## config.mk

```make
export PLATFORM = sky130hd
export DESIGN_NAME = imem_arbiter_flat
export DESIGN_NICKNAME = d
export VERILOG_FILES = /design/src/rtl/imem_arbiter_if.sv /design/src/rtl/imem_arbiter.sv /design/src/flat_wrapper.sv
export SDC_FILE = /design/constraint.sdc
export NUM_CORES = 1
export LEC_CHECK = 0
export ABC_AREA = 0
export CAP_MARGIN = 20
export CORE_ASPECT_RATIO = 0.75
export CORE_UTILIZATION = 36
export CTS_CLUSTER_DIAMETER = 80
export DETAILED_ROUTE_END_ITERATION = 7
export GPL_TIMING_DRIVEN = 1
export HOLD_SLACK_MARGIN = 0.02
export PLACE_DENSITY = 0.82
export SLEW_MARGIN = 10
export SYNTH_ARGS = -nofsm -noshare
export SYNTH_HDL_FRONTEND = slang
export SYNTH_SLANG_ARGS = --single-unit
```

## constraint.sdc

```tcl
create_clock -name clk -period 1.9 [get_ports clk]
set_input_delay 0.38 -clock clk [delete_from_list [all_inputs] [get_ports clk]]
set_output_delay 0.38 -clock clk [all_outputs]
set_load 0.01 [all_outputs]
```

## src/rtl/imem_arbiter_if.sv

```systemverilog
// Bundle of fetch, loader and memory-macro signals around imem_arbiter.
// slave = arbiter side, master = requester/memory side.
interface imem_arbiter_if #(
  parameter int ADDR_W = 32
);
  logic              if_req;
  logic [ADDR_W-1:0] if_addr;
  logic              if_ack;
  logic [31:0]       if_rdata;
  logic              if_err;

  logic              ld_req;
  logic              ld_we;
  logic [ADDR_W-1:0] ld_addr;
  logic [31:0]       ld_wdata;
  logic              ld_lock;
  logic              ld_ack;
  logic [31:0]       ld_rdata;
  logic              ld_err;

  logic              mem_en;
  logic              mem_we;
  logic [ADDR_W-1:0] mem_addr;
  logic [31:0]       mem_wdata;
  logic [31:0]       mem_rdata;

  modport slave (
    input  if_req, if_addr, ld_req, ld_we, ld_addr, ld_wdata, ld_lock, mem_rdata,
    output if_ack, if_rdata, if_err, ld_ack, ld_rdata, ld_err,
           mem_en, mem_we, mem_addr, mem_wdata
  );

  modport master (
    output if_req, if_addr, ld_req, ld_we, ld_addr, ld_wdata, ld_lock, mem_rdata,
    input  if_ack, if_rdata, if_err, ld_ack, ld_rdata, ld_err,
           mem_en, mem_we, mem_addr, mem_wdata
  );
endinterface

```

## src/rtl/imem_arbiter.sv

```systemverilog
// Round-robin arbiter sharing the instruction memory between fetch and loader.
// Define IMEM_ALIGN_CHECK_EN to also reject addresses with addr[1:0] != 0.
module imem_arbiter #(
  parameter int ADDR_W    = 32,
  parameter int MEM_BYTES = 512,
  parameter int LOCK_MAX  = 16
) (
  input  logic           clk,
  input  logic           rst_n,
  imem_arbiter_if.slave  bus
);
  localparam int CNT_W = $clog2(LOCK_MAX + 1);

  typedef enum logic [1:0] {IDLE, ISSUE, RESP} state_t;

  state_t            state_reg, state_next;
  logic              g_ld_reg, g_ld_next;
  logic              g_we_reg, g_we_next;
  logic              g_err_reg, g_err_next;
  logic [ADDR_W-1:0] g_addr_reg, g_addr_next;
  logic [31:0]       g_wdata_reg, g_wdata_next;
  logic              last_ld_reg, last_ld_next;
  logic [CNT_W-1:0]  lock_cnt_reg, lock_cnt_next;

  logic fetch_req, load_req, grant, pick_ld, lock_open;

  function automatic logic addr_bad(input logic [ADDR_W-1:0] a);
    logic bad;
    bad = (a > ADDR_W'(MEM_BYTES - 4));
`ifdef IMEM_ALIGN_CHECK_EN
    bad = bad | (a[1:0] != 2'b00);
`endif
    return bad;
  endfunction

  assign lock_open = bus.ld_lock && (lock_cnt_reg < CNT_W'(LOCK_MAX));

  // Arbitration; in RESP the requester being acked is masked out
  always_comb begin
    fetch_req = bus.if_req;
    load_req  = bus.ld_req;
    if (state_reg == RESP) begin
      if (g_ld_reg) begin
        load_req = 1'b0;
        // a locked burst keeps fetch out until the lock budget is spent
        if (lock_open) fetch_req = 1'b0;
      end else begin
        fetch_req = 1'b0;
      end
    end
    grant = fetch_req | load_req;
    if (load_req && lock_open)      pick_ld = 1'b1;
    else if (fetch_req && load_req) pick_ld = ~last_ld_reg;
    else                            pick_ld = load_req;
  end

  always_comb begin
    state_next    = state_reg;
    g_ld_next     = g_ld_reg;
    g_we_next     = g_we_reg;
    g_err_next    = g_err_reg;
    g_addr_next   = g_addr_reg;
    g_wdata_next  = g_wdata_reg;
    last_ld_next  = last_ld_reg;
    lock_cnt_next = lock_cnt_reg;

    case (state_reg)
      IDLE:    if (grant) state_next = ISSUE;
      ISSUE:   state_next = RESP;
      RESP: begin
        last_ld_next = g_ld_reg;
        state_next   = grant ? ISSUE : IDLE;
      end
      default: state_next = IDLE;
    endcase

    if ((state_reg == IDLE || state_reg == RESP) && grant) begin
      g_ld_next = pick_ld;
      if (pick_ld) begin
        g_we_next    = bus.ld_we;
        g_addr_next  = bus.ld_addr;
        g_wdata_next = bus.ld_wdata;
        g_err_next   = addr_bad(bus.ld_addr);
      end else begin
        g_we_next    = 1'b0;
        g_addr_next  = bus.if_addr;
        g_wdata_next = 32'h0;
        g_err_next   = addr_bad(bus.if_addr);
      end
      if (!pick_ld)
        lock_cnt_next = '0;
      else if (bus.ld_lock && lock_cnt_reg < CNT_W'(LOCK_MAX))
        lock_cnt_next = lock_cnt_reg + CNT_W'(1);
    end
    if (!bus.ld_lock) lock_cnt_next = '0;
  end

  always_ff @(posedge clk or negedge rst_n) begin
    if (!rst_n) begin
      state_reg    <= IDLE;
      g_ld_reg     <= 1'b0;
      g_we_reg     <= 1'b0;
      g_err_reg    <= 1'b0;
      g_addr_reg   <= '0;
      g_wdata_reg  <= 32'h0;
      last_ld_reg  <= 1'b1;
      lock_cnt_reg <= '0;
    end else begin
      state_reg    <= state_next;
      g_ld_reg     <= g_ld_next;
      g_we_reg     <= g_we_next;
      g_err_reg    <= g_err_next;
      g_addr_reg   <= g_addr_next;
      g_wdata_reg  <= g_wdata_next;
      last_ld_reg  <= last_ld_next;
      lock_cnt_reg <= lock_cnt_next;
    end
  end

  // Outputs decode straight from state so reset clears them immediately
  assign bus.mem_en    = (state_reg == ISSUE) && !g_err_reg;
  assign bus.mem_we    = bus.mem_en && g_we_reg;
  assign bus.mem_addr  = g_addr_reg;
  assign bus.mem_wdata = g_wdata_reg;

  assign bus.if_ack   = (state_reg == RESP) && !g_ld_reg;
  assign bus.if_err   = bus.if_ack && g_err_reg;
  assign bus.if_rdata = (bus.if_ack && !g_err_reg) ? bus.mem_rdata : 32'h0;

  assign bus.ld_ack   = (state_reg == RESP) && g_ld_reg;
  assign bus.ld_err   = bus.ld_ack && g_err_reg;
  assign bus.ld_rdata = (bus.ld_ack && !g_err_reg && !g_we_reg) ? bus.mem_rdata : 32'h0;
endmodule

```

## src/flat_wrapper.sv

```systemverilog
// flat-port wrapper written by rule: the top's interface ports become plain ports
module imem_arbiter_flat 
#(
  parameter int ADDR_W    = 32,
  parameter int MEM_BYTES = 512,
  parameter int LOCK_MAX  = 16
)
  (clk, rst_n, bus_if_req, bus_if_addr, bus_ld_req, bus_ld_we, bus_ld_addr, bus_ld_wdata, bus_ld_lock, bus_mem_rdata, bus_if_ack, bus_if_rdata, bus_if_err, bus_ld_ack, bus_ld_rdata, bus_ld_err, bus_mem_en, bus_mem_we, bus_mem_addr, bus_mem_wdata);
  imem_arbiter_if #(.ADDR_W(ADDR_W)) bus_i ();
  input  logic clk;
  input  logic rst_n;
  input wire logic [$bits(bus_i.if_req)-1:0] bus_if_req;
  input wire logic [$bits(bus_i.if_addr)-1:0] bus_if_addr;
  input wire logic [$bits(bus_i.ld_req)-1:0] bus_ld_req;
  input wire logic [$bits(bus_i.ld_we)-1:0] bus_ld_we;
  input wire logic [$bits(bus_i.ld_addr)-1:0] bus_ld_addr;
  input wire logic [$bits(bus_i.ld_wdata)-1:0] bus_ld_wdata;
  input wire logic [$bits(bus_i.ld_lock)-1:0] bus_ld_lock;
  input wire logic [$bits(bus_i.mem_rdata)-1:0] bus_mem_rdata;
  output wire logic [$bits(bus_i.if_ack)-1:0] bus_if_ack;
  output wire logic [$bits(bus_i.if_rdata)-1:0] bus_if_rdata;
  output wire logic [$bits(bus_i.if_err)-1:0] bus_if_err;
  output wire logic [$bits(bus_i.ld_ack)-1:0] bus_ld_ack;
  output wire logic [$bits(bus_i.ld_rdata)-1:0] bus_ld_rdata;
  output wire logic [$bits(bus_i.ld_err)-1:0] bus_ld_err;
  output wire logic [$bits(bus_i.mem_en)-1:0] bus_mem_en;
  output wire logic [$bits(bus_i.mem_we)-1:0] bus_mem_we;
  output wire logic [$bits(bus_i.mem_addr)-1:0] bus_mem_addr;
  output wire logic [$bits(bus_i.mem_wdata)-1:0] bus_mem_wdata;
  assign bus_i.if_req = bus_if_req;
  assign bus_i.if_addr = bus_if_addr;
  assign bus_i.ld_req = bus_ld_req;
  assign bus_i.ld_we = bus_ld_we;
  assign bus_i.ld_addr = bus_ld_addr;
  assign bus_i.ld_wdata = bus_ld_wdata;
  assign bus_i.ld_lock = bus_ld_lock;
  assign bus_i.mem_rdata = bus_mem_rdata;
  assign bus_if_ack = bus_i.if_ack;
  assign bus_if_rdata = bus_i.if_rdata;
  assign bus_if_err = bus_i.if_err;
  assign bus_ld_ack = bus_i.ld_ack;
  assign bus_ld_rdata = bus_i.ld_rdata;
  assign bus_ld_err = bus_i.ld_err;
  assign bus_mem_en = bus_i.mem_en;
  assign bus_mem_we = bus_i.mem_we;
  assign bus_mem_addr = bus_i.mem_addr;
  assign bus_mem_wdata = bus_i.mem_wdata;
  imem_arbiter #(.ADDR_W(ADDR_W), .MEM_BYTES(MEM_BYTES), .LOCK_MAX(LOCK_MAX)) u_core (.clk(clk), .rst_n(rst_n), .bus(bus_i));
endmodule
```

Yosys cells after proc, flatten, opt, wreduce, memory -nomap -nowiden --
Cells that the tools add are included.
Operators by class: reduce and logical (&&, ||, !) cells 19, equality and inequality tests 5, bitwise operators 2, div/mod/pow operators 0, magnitude comparators 3, $add $sub $neg 1, mux-type cells 20, multiply operators 0, shift-type cells 0
Operators by type and width (number):
- $mux 32 | 4
- $gt 32x9->1 const B | 2
- $mux 5 | 4
- $logic_and 1x1->1 | 13
- $mux 1 | 10
- $pmux 2 s3 | 1
- $add 5x1->5 const B | 1
- $lt 5x5->1 const B | 1
- $ne 2x1->1 const B | 2
- $logic_not 1->1 | 3
- $ne 3x3->1 const B | 1
- $eq 2x1->1 const B | 1
- $eq 2x2->1 const B | 1
- $logic_not 2->1 | 1
- $mux 2 | 1
- $reduce_and 2->1 | 1
- $logic_or 1x1->1 | 1
- $not 1->1 | 1
- $or 1x1->1 | 1
Word-level totals: logic and storage cells 58, input bits 134, memory bits (writable) 0, bits in registers 75, memories 0, output and inout port bits 134, bits in read-only memories 0, latch bits 0

Depth between registers and ports, before layout --
Gate-level depths: netlist of run 1.
depth in word-level cells 11, gate-level depth with buffers 9, depth with buffers taken out 6

Worst setup path before layout of run 1 --
No wires, ideal clock.
path kind reg2out, start point register u_core.state_reg[0], end point output bus_ld_rdata[10], arrival time 1354 ps, stages on the path, launching flop included 5, data required time 1520 ps, setup slack 166 ps, buffers on the path 1, path through dfrtp_1 nand3b_1 nor3_1 clkbuf_1 and2_1
On the way: longest elaborated chain between the ends 5
RTL lines:
- from (decl) | line imem_arbiter.sv:16 | state_t state_reg, state_next;
- from (signal assigned) | line imem_arbiter.sv:109 | state_reg <= state_next;
- $eq 2x2->1 | line imem_arbiter.sv:130 | assign bus.ld_ack = (state_reg == RESP) && g_ld_reg;
- $logic_and 1x1->1 | line imem_arbiter.sv:130
- $logic_and 1x1->1 (2 in a row) | line imem_arbiter.sv:132 | assign bus.ld_rdata = (bus.ld_ack && !g_err_reg && !g_we_reg) ? bus.mem_rdata : 32'h0;
- $mux 32 | line imem_arbiter.sv:132
- to (decl) | line flat_wrapper.sv:24 | output wire logic [$bits(bus_i.ld_rdata)-1:0] bus_ld_rdata;
Every way passes these cells.

Worst setup path after layout of run 1 --
start point register u_core.state_reg[0], end point output bus_if_rdata[12]
On the way: longest elaborated chain between the ends 4
RTL lines:
- $eq 2x2->1 | line imem_arbiter.sv:126 | assign bus.if_ack = (state_reg == RESP) && !g_ld_reg;
- $logic_and 1x1->1 | line imem_arbiter.sv:126
- $logic_and 1x1->1 | line imem_arbiter.sv:128 | assign bus.if_rdata = (bus.if_ack && !g_err_reg) ? bus.mem_rdata : 32'h0;
- $mux 32 | line imem_arbiter.sv:128
- to (decl) | line flat_wrapper.sv:21 | output wire logic [$bits(bus_i.if_rdata)-1:0] bus_if_rdata;
Every way passes these cells.

==> results of run 1 <==
cell type report:
cell class	count	area, um2	area share, %
multi-input cells	266	1940	26.5
well taps	136	170	2.33
diodes	2	5.00	0.0686
clock inverters	6	57.6	0.789
repair buffers	310	3000	41.1
clock buffers	9	225	3.09
inverters	5	18.8	0.257
flip-flops and latches	75	1880	25.8
per-stage QoR:
step	setup TNS, ns	util, %
after floorplan	0	-
after global placement	-14.45	66.4
after detailed placement	-20.29	66.4
after CTS	-9.37	69.0
after global routing	-6.75	70.6
final	-2.00	70.6
power by group through the flow:
stage	clock, W	sequential (W)	combinational (W)
final	0.00164	0.00275	0.00456
after global routing	0.00171	0.00283	0.00486
after CTS	0.00165	0.00273	0.00430
after detailed placement	0	0.00273	0.00426
after global placement	0	0.00272	0.00416
after floorplan	0	0.00295	0.00154
cell usage after synthesis, drive strengths merged:
master / count
a211oi: 1
a21boi: 2
a21oi: 1
a22o: 33
a22oi: 1
a311o: 1
and2: 65
and3: 2
buf: 13
clkbuf: 16
dfrtp: 74
dfstp: 1
ha: 1
inv: 5
mux2i: 32
nand2: 9
nand2b: 1
nand3: 3
nand3b: 3
nand4: 5
nor2: 5
nor2b: 5
nor3: 8
nor4: 12
o21ai: 67
o221a: 1
o22ai: 3
o311ai: 1
o31ai: 2
or2: 1
or4: 1
cell families after synthesis:
group	synth area share, %
multiplexers	8.33
adder cells (fa/ha/maj)	0.325
AO/OA/AOI/OAI	19.1
buffers and inverters	4.79
AND/OR/NAND/NOR	18.6
flip-flops	48.9
how the worst max path moves through the flow:
stage,from,slack [ns],cells after the start,endpoint
floorplan,u_core.state_reg[0],0.17,4,bus_ld_rdata[10]
global placement,bus_ld_lock,-0.17,6,u_core.bus.mem_addr[23]
detailed placement,bus_ld_lock,-0.25,6,u_core.bus.mem_addr[21]
CTS,u_core.state_reg[0],-0.18,6,bus_ld_rdata[8]
global route,u_core.state_reg[0],-0.14,5,bus_ld_rdata[16]
finish,u_core.state_reg[0],-0.07,7,bus_if_rdata[12]
per-layer routing:
metal  routed length (um)  share of wire [%]  vias up  track usage (%)
met5                    0                  0        -                0
met4                  298                2.0        0             9.16
met3                 1180                7.9       22             3.39
met2                 8070                 54      241             48.0
met1                 5410                 36     2021             28.6
li1                     -                  -     1938                -
timing repair:
item,4_1_cts,5_1_grt
endpoints found under the setup margin,71,99
hold buffers,1,0
endpoints found under the hold margin,28,0
setup buffers,3,6
gates resized for setup,244,120
pin swaps,2,22
gates cloned,2,4
worst min-delay path, stage by stage, from the launching register on:
cell and delay, ns:
dfstp_2 0.37, nand2_1 0.05, nand2_1 0.05
==> out/qor.yml, run 1 <==
grt_overflow: 0
nNetsFinal: 802
ys_types: 36
drt_iter0_drc: 227
mostFrequentLayoutCells: "clkdlybuf4s50_1 (196), dfrtp_1 (71), o21ai_0 (46)"
critPathRequiredTime_ns: 1.52
reg2reg_depth: 7
synth_nets: 510
initial_utilization_pct: 37.2
gp_congestion: 0.891
area.growth.synth_to_final_pct: 89.7
cts_buffers: 9
max_stage_delay_ns: 0.38
final_common_cell: "clkdlybuf4s50_1"
p_sw_w: 0.00310
fmax_ghz: 0.507
p_leak_nw: 3.31
comb_power_share_pct: 50.9
syn_area_um2: 3840
finClkSkew_ns: 0.00675
place_inst: 780
synth_top_area_share_pct: 48.2
path_cells: "nand2b_4, nor3_4, buf_6, buf_12, clkbuf_16, and2_4, buf_6"
synthTopCellsByArea: "dfrtp_1 (48%), and2_1 (11%), o21ai_0 (8.6%), mux2i_1 (8.3%), a22o_1 (7.5%)"
clkTransAtPathRegs_ns: 0.05
postLayoutCellArea_um2: 7290
cts_root_buf: "clkbuf_16"
synth_seq_cells: 75
worst_setup_path_start_kind: "register"
die-area_um2: 11100
hold_start: "u_core.last_ld_reg"
die_y_um: 91.5
core-area_um2: 10300
clkPwrFrac_pct: 18.3
hpwl_um: 11000
syn_area_per_cell_um2: 10.2
r2r_start: "u_core.state_reg[1]"
routed-via-count: 4222
clk_latency_ns: 0.33
tightestPinTransition_ns: 0.530
clockBufferDepth: 2
ant_nets: 0
worst_slack_ns: -0.0707
viasPerCell: 5.22
vdd.ir_drop.worst_v: 0.000783
grt_first_pass_wirelength_um: 21600
power_frac_seq_pct: 30.8
cp-end-kind: "primary output"
drc: 0
cts_sinks: 75
hold_depth: 2
critPathKind: "reg -> out"
place_area_um2: 6850
whs_ns: 0.462
seq_area_frac_synth_pct: 48.9
post-place-ws_ns: -0.247
cts_max_level: 3
io_buffers: 267
cts_tree: "built"
crit_slowest_cell: "dfrtp_1"
crit_path_max_fanout: 6
outcome: "finished, violations left"
slew_headroom_pct: 64.4
finalCritPeriodShare_pct: 104
hold_end: "u_core.last_ld_reg"
cp_common_cell: "buf_6"
hold_path_class: "reg -> reg"
yosys.area.top_type: "dfrtp_1"
setup_violations: 46
switching_share_pct: 34.6
ys_warn_count: 0
antenna_found_initial: 2
dr.pass1.iters: 4
r2r-end: "u_core.bus.mem_addr[21]"
crit_buf_inv: 4
arrival_ns: 1.59
violations: "setup timing"
grt_pass1_vias: 4165
rsz0062_at_grt: "yes"
final.fill_count: 737
die_w_um: 121
fin_cells: 809
final-hold-violation-count: 0
grt_use_total_pct: 25.3
min_period_ns: 1.97
power.total_w: 0.00895
routed_wl_um: 15000
path_delay_family: "buffers and inverters"
wl_per_cell_um: 18.5
drive_above_1_share_pct: 25.3
io-pin-count: 268
rows: 32
cap_violations: 0
internal_power_w: 0.00585
synthCells: 375
powerDensity_nw_per_um2: 1230
grt_start_max_net_pins: 42
r2r_slack_ns: 0.01
slew_violations: 0
No activity file was read; power rests on OpenSTA's default activity.
==> run 2, diff against run 1 <==
--- a/config.mk
+++ b/config.mk
@@ -6,7 +6,7 @@
 export NUM_CORES = 1
 export LEC_CHECK = 0
 export ABC_AREA = 0
-export CAP_MARGIN = 20
+export CAP_MARGIN = 10
 export CORE_ASPECT_RATIO = 0.75
 export CORE_UTILIZATION = 36
 export CTS_CLUSTER_DIAMETER = 80
==> results of run 2 <==
No change in the layout: final DEF, timing and power equal those of run 1.
==> run 3, diff against run 2 <==
--- a/config.mk
+++ b/config.mk
@@ -6,13 +6,13 @@
 export NUM_CORES = 1
 export LEC_CHECK = 0
 export ABC_AREA = 0
+export ABC_CLOCK_PERIOD_IN_PS = 1900
 export CAP_MARGIN = 10
 export CORE_ASPECT_RATIO = 0.75
 export CORE_UTILIZATION = 36
 export CTS_CLUSTER_DIAMETER = 80
 export DETAILED_ROUTE_END_ITERATION = 7
 export GPL_TIMING_DRIVEN = 1
-export HOLD_SLACK_MARGIN = 0.02
 export PLACE_DENSITY = 0.82
 export SLEW_MARGIN = 10
 export SYNTH_ARGS = -nofsm -noshare
==> results of run 3 <==
No change in the layout: final DEF, timing and power equal those of run 1.
